**src/rtl/rf_wport_arbiter.sv**
```systemverilog
// Arbitrates the single regfile write port between the WB stage and a one-entry LU result
// buffer. WB wins by default and an age counter forces LU after MAX_WAIT lost cycles.
// Optional golden-trace outputs are enabled by defining DEBUG_TRACE_EN.
module rf_wport_arbiter #(
  parameter int ADDR_W   = 5,
  parameter int DATA_W   = 32,
  parameter int MAX_WAIT = 4,
  parameter int CNT_W    = 3
) (
  input  logic              clk,
  input  logic              reset,
  input  logic              wb_valid,
  output logic              wb_ready,
  input  logic [31:0]       wb_pc,
  input  logic [3:0]        wb_we,
  input  logic [ADDR_W-1:0] wb_waddr,
  input  logic [DATA_W-1:0] wb_wdata,
  input  logic              lu_valid,
  output logic              lu_ready,
  input  logic [31:0]       lu_pc,
  input  logic [3:0]        lu_we,
  input  logic [ADDR_W-1:0] lu_waddr,
  input  logic [DATA_W-1:0] lu_wdata,
  output logic [3:0]        rf_we,
  output logic [ADDR_W-1:0] rf_waddr,
  output logic [DATA_W-1:0] rf_wdata,
  output logic              lu_pending,
  output logic [ADDR_W-1:0] lu_pend_addr
`ifdef DEBUG_TRACE_EN
  ,
  output logic [31:0]       debug_wb_pc,
  output logic [3:0]        debug_wb_rf_we,
  output logic [ADDR_W-1:0] debug_wb_rf_wnum,
  output logic [DATA_W-1:0] debug_wb_rf_wdata
`endif
);

  localparam logic [CNT_W-1:0] MAX_AGE = CNT_W'(MAX_WAIT);

  logic              buf_v;
  logic [3:0]        buf_we;
  logic [ADDR_W-1:0] buf_addr;
  logic [DATA_W-1:0] buf_data;
  logic [CNT_W-1:0]  age;

  logic force_lu;
  logic gnt_wb;
  logic gnt_lu;
  logic capture;

  assign force_lu = buf_v && (age >= MAX_AGE);
  assign gnt_wb   = wb_valid && !force_lu;
  assign gnt_lu   = buf_v && !gnt_wb;
  assign wb_ready = !force_lu;
  // The buffer may refill in the same cycle its old result drains to the regfile.
  assign lu_ready = !buf_v || gnt_lu;
  assign capture  = lu_valid && lu_ready;

  assign lu_pending   = buf_v;
  assign lu_pend_addr = buf_v ? buf_addr : '0;

  // NOTE: every output is defaulted before the branches so no latch is inferred.
  always_comb begin
    rf_we    = '0;
    rf_waddr = '0;
    rf_wdata = '0;
    if (gnt_wb) begin
      rf_we    = (wb_waddr == '0) ? 4'b0000 : wb_we;
      rf_waddr = wb_waddr;
      rf_wdata = wb_wdata;
    end else if (gnt_lu) begin
      rf_we    = (buf_addr == '0) ? 4'b0000 : buf_we;
      rf_waddr = buf_addr;
      rf_wdata = buf_data;
    end
  end

  // NOTE: state uses non-blocking assignments; the small buffer is reset explicitly
  // so lu_pend_addr and trace outputs never carry stale data after reset.
  always_ff @(posedge clk) begin
    if (reset) begin
      buf_v    <= 1'b0;
      buf_we   <= '0;
      buf_addr <= '0;
      buf_data <= '0;
      age      <= '0;
    end else if (capture) begin
      buf_v    <= 1'b1;
      buf_we   <= lu_we;
      buf_addr <= lu_waddr;
      buf_data <= lu_wdata;
      age      <= '0;
    end else if (gnt_lu) begin
      buf_v <= 1'b0;
      age   <= '0;
    end else if (buf_v && (age < MAX_AGE)) begin
      age <= age + CNT_W'(1);
    end
  end

`ifdef DEBUG_TRACE_EN
  logic [31:0] buf_pc;

  always_ff @(posedge clk) begin
    if (reset)        buf_pc <= '0;
    else if (capture) buf_pc <= lu_pc;
  end

  always_comb begin
    debug_wb_pc = '0;
    if (gnt_wb)      debug_wb_pc = wb_pc;
    else if (gnt_lu) debug_wb_pc = buf_pc;
  end

  assign debug_wb_rf_we    = rf_we;
  assign debug_wb_rf_wnum  = rf_waddr;
  assign debug_wb_rf_wdata = rf_wdata;
`else
  logic unused_pc;
  assign unused_pc = ^{wb_pc, lu_pc};
`endif

endmodule

```
**config.mk**
```make
export PLATFORM = sky130hd
export DESIGN_NAME = rf_wport_arbiter
export DESIGN_NICKNAME = d
export VERILOG_FILES = /design/src/rtl/rf_wport_arbiter.sv
export SDC_FILE = /design/constraint.sdc
export NUM_CORES = 1
export LEC_CHECK = 0
export ABC_AREA = 1
export BUFFER_PORTS_ARGS = -buffer_cell sky130_fd_sc_hd__buf_2
export CORE_ASPECT_RATIO = 0.75
export CORE_UTILIZATION = 44
export DETAILED_ROUTE_END_ITERATION = 10
export PLACE_DENSITY = 0.87
export REMOVE_ABC_BUFFERS = 1
export SYNTH_ARGS = -nofsm -noshare
export SYNTH_HDL_FRONTEND = slang
export SYNTH_SLANG_ARGS = --single-unit
```
**constraint.sdc**
```tcl
create_clock -name clk -period 2.43 [get_ports clk]
set_input_delay 0.486 -clock clk [delete_from_list [all_inputs] [get_ports clk]]
set_output_delay 0.486 -clock clk [all_outputs]
set_load 0.05 [all_outputs]
```
==> results.md <==
- Core Region: 5830 sq um
- Final Critical Period: 2280 ps
- Slew @ Worst Pin: 328 ps
- Reg power frac: 0.447
- Total grt overflow: 0
- Dpl hpwl: 5.06 mm
- Detailed Routing Iterations Pass 1: 4
- CTS sink count: 45
- RSZ-0062 raised after global routing: no
- R2R setup slack: 1030 ps
- FP Rows: 24
- Final wirelength: 6.90 mm
- Fin. Hold Viols: 0
- GP Congestion: 0.745
- Post-CTS setup buffer count: 0
- Crit-path max FO: 11
- Starting density of the core: 0.458
- Max cap viols: 0
- Post_cts resized: 0
- Mapped Cells: 452
- Die height: 69.4 um
- WS Path Type: input port to output pin
- Clk_skew: 2.86 ps
- Clock buffer count from CTS: 5
- WL per Instance: 10.6 um
- Final ANT Viol Nets: 0
- Final layout net count: 722
- Yosys cell types: 16
- Hold WC Path Type: input port to flop
- Design Area, Final: 3470 sq um
- Largest net degree at the start of global routing: 84
- Top_reg_cell synth: dfxtp_1
- Chip width: 91.9 um
- Syn. warnings: 0
- Port Buffers: 134
- Clock-pin slew on the worst setup and hold paths: 80 ps
- Syn_area_per_cell: 5.90 sq um
- Post-route clock period utilization: 0.937
- DR iter-0 viols: 83
- Mapped Area: 2670 sq um
- Post-synth EDFFs: 0
- P_sw: 0.668 mW
- LEAKAGE: 2.09 nW
- Hold depth: 2
- CTS Hold Bufs: 0
- Number of fill cells: 572
- Area Growth Syn to Fin: 30.1%
- Vias per cell: 4.78
- Slew Limit Fails: 0
- Vias in the first global route: 2665
- Crit path launch type: input port
- # IOs: 199
- Worst reg2reg path startpoint: lu_pending$_SDFFE_PP0P_
- Fraction of registers with async set/reset: 0
- Clock latency on the worst-skew pair: 290 ps
- Synth Register Bits: 45
- Post-DP Area: 3380 sq um
- Cell-internal power: 1.18 mW
- Die Area: 6380 sq um
- Worst IR Drop VDD: 319 uV
- Fmax: 0.439 GHz
- Crit path capture type: output pin
- Initial antenna violation count: 0
- Global-route wire length before repair: 11.5 mm
- Final setup viols: 0
- Hold EP: lu_pending$_SDFFE_PP0P_
- TritonCTS clock tree: yes
- Clock Tree Root: clkbuf_8
- Pwr Density: 532 nW/um^2
- Sequential element share of the synthesized area: 0.338
- Max clock buf depth: 2
- Crit path required time: 1940 ps
- Clock network power share: 0.245
- Total number of vias: 3108
- Relative slew slack: 0.781
- DRC viols: 0
- Combinational Power Share: 0.308
- Worst Hold Launch: reset
- Global Route Usage Sum: 0.219
- Antenna Cells: 0
- R2r worst-path depth: 6
- Post-route setup slack: 153 ps
- Share of cells above drive strength 1: 0.273
- Number of H-tree levels: 2
- Crit path DAT: 1790 ps
- Setup WS pre-CTS: 178 ps
- Sw Ratio: 0.362
- Power consumption: 1.85 mW
- Reg2Reg Capture Point: age[2]$_SDFFE_PP0P_
- Status: finished clean
==> final cells by class <==
class,count,area [sq um],area share
Multi-Input combinational cell,315,1380,0.398
Sequential cell,45,901,0.260
Timing Repair Buffer,146,786,0.226
Inverter,58,218,0.0627
Tap cell,78,97.6,0.0281
Clock buffer,5,68.8,0.0198
Clock inverter,3,17.5,0.00505
==> state kept, by name, summed over array words and instances, names as in the netlist <==
signal	flops
age	3
buf_we	4
buf_addr	5
buf_data	32
lu_pending	1
==> cell usage in the layout, fill, tap and decap left out <==
cell type,n
inv_1,57
ha_1,1
nand4_1,1
a21oi_1,43
o21ai_0,5
clkinv_2,2
nand2_1,129
nand3_2,1
buf_12,2
nor2_1,51
a21boi_4,1
clkinv_1,1
dfxtp_1,45
buf_2,134
clkinvlp_4,1
buf_4,10
xor2_1,1
clkbuf_8,5
nand3_1,82
==> cell usage after synthesis, types with 5 or more instances <==
cell type,n,area share
o21ai_0,5,0.0094
nand3_1,82,0.15
inv_1,57,0.080
buf_4,8,0.023
clkbuf_1,18,0.025
dfxtp_1,45,0.34
nand2_1,129,0.18
buf_2,8,0.015
a21oi_1,43,0.081
nor2_1,51,0.072
==> worst max-delay path, cell delays in order <==
cell and delay (ps):
buf_2 230, buf_4 250, nand2_1 230, nor2_1 190
nand2_1 80, nand2_1 70, buf_2 250
==> power by group through the flow <==
stage	clock [mW]	combinational [mW]	sequential [mW]
6_report	0.453	0.568	0.824
5_1_grt	0.493	0.623	0.832
4_1_cts	0.470	0.571	0.825
3_5_place_dp	0	0.570	0.841
3_3_place_gp	0	0.559	0.838
2_1_floorplan	0	0.369	0.839
==> metrics by stage <==
step,cells,hold slack [ps],TNS [ps],utilization
floorplan,418,452,-28090,-
global placement,642,461,0,0.581
detailed placement,642,470,0,0.581
CTS,650,353,0,0.596
global route,650,357,0,0.596
finish,650,362,0,0.596
==> kinds of logic after synthesis <==
logic type | synth area share
buffers and inverters | 0.144
adders and majority gates | 0.00469
xor gates and xnor gates | 0.00328
DFF | 0.338
AOI/OAI and AO/OA | 0.0970
and+or+nand+nor | 0.413
==> how the worst max path moves through the flow <==
stage	from	endpoint	slack, ps	cells after the start
finish	wb_valid	rf_we[0]	150	7
global route	wb_valid	rf_we[0]	10	7
CTS	wb_valid	rf_we[0]	160	7
detailed placement	wb_valid	rf_we[0]	180	7
global placement	wb_valid	rf_we[0]	210	7
floorplan	lu_pending$_SDFFE_PP0P_	rf_waddr[2]	-1210	3
==> layer usage <==
| layer | up-vias | track usage | part of all wire |
|---|---|---|---|
| li1 | 1642 | - | - |
| met1 | 1343 | 0.282 | 0.47 |
| met2 | 118 | 0.373 | 0.45 |
| met3 | 5 | 0.0471 | 0.071 |
| met4 | 0 | 0.0556 | 0.0067 |
| met5 | - | 0 | 0 |
No activity file was read; power rests on OpenSTA's default activity.
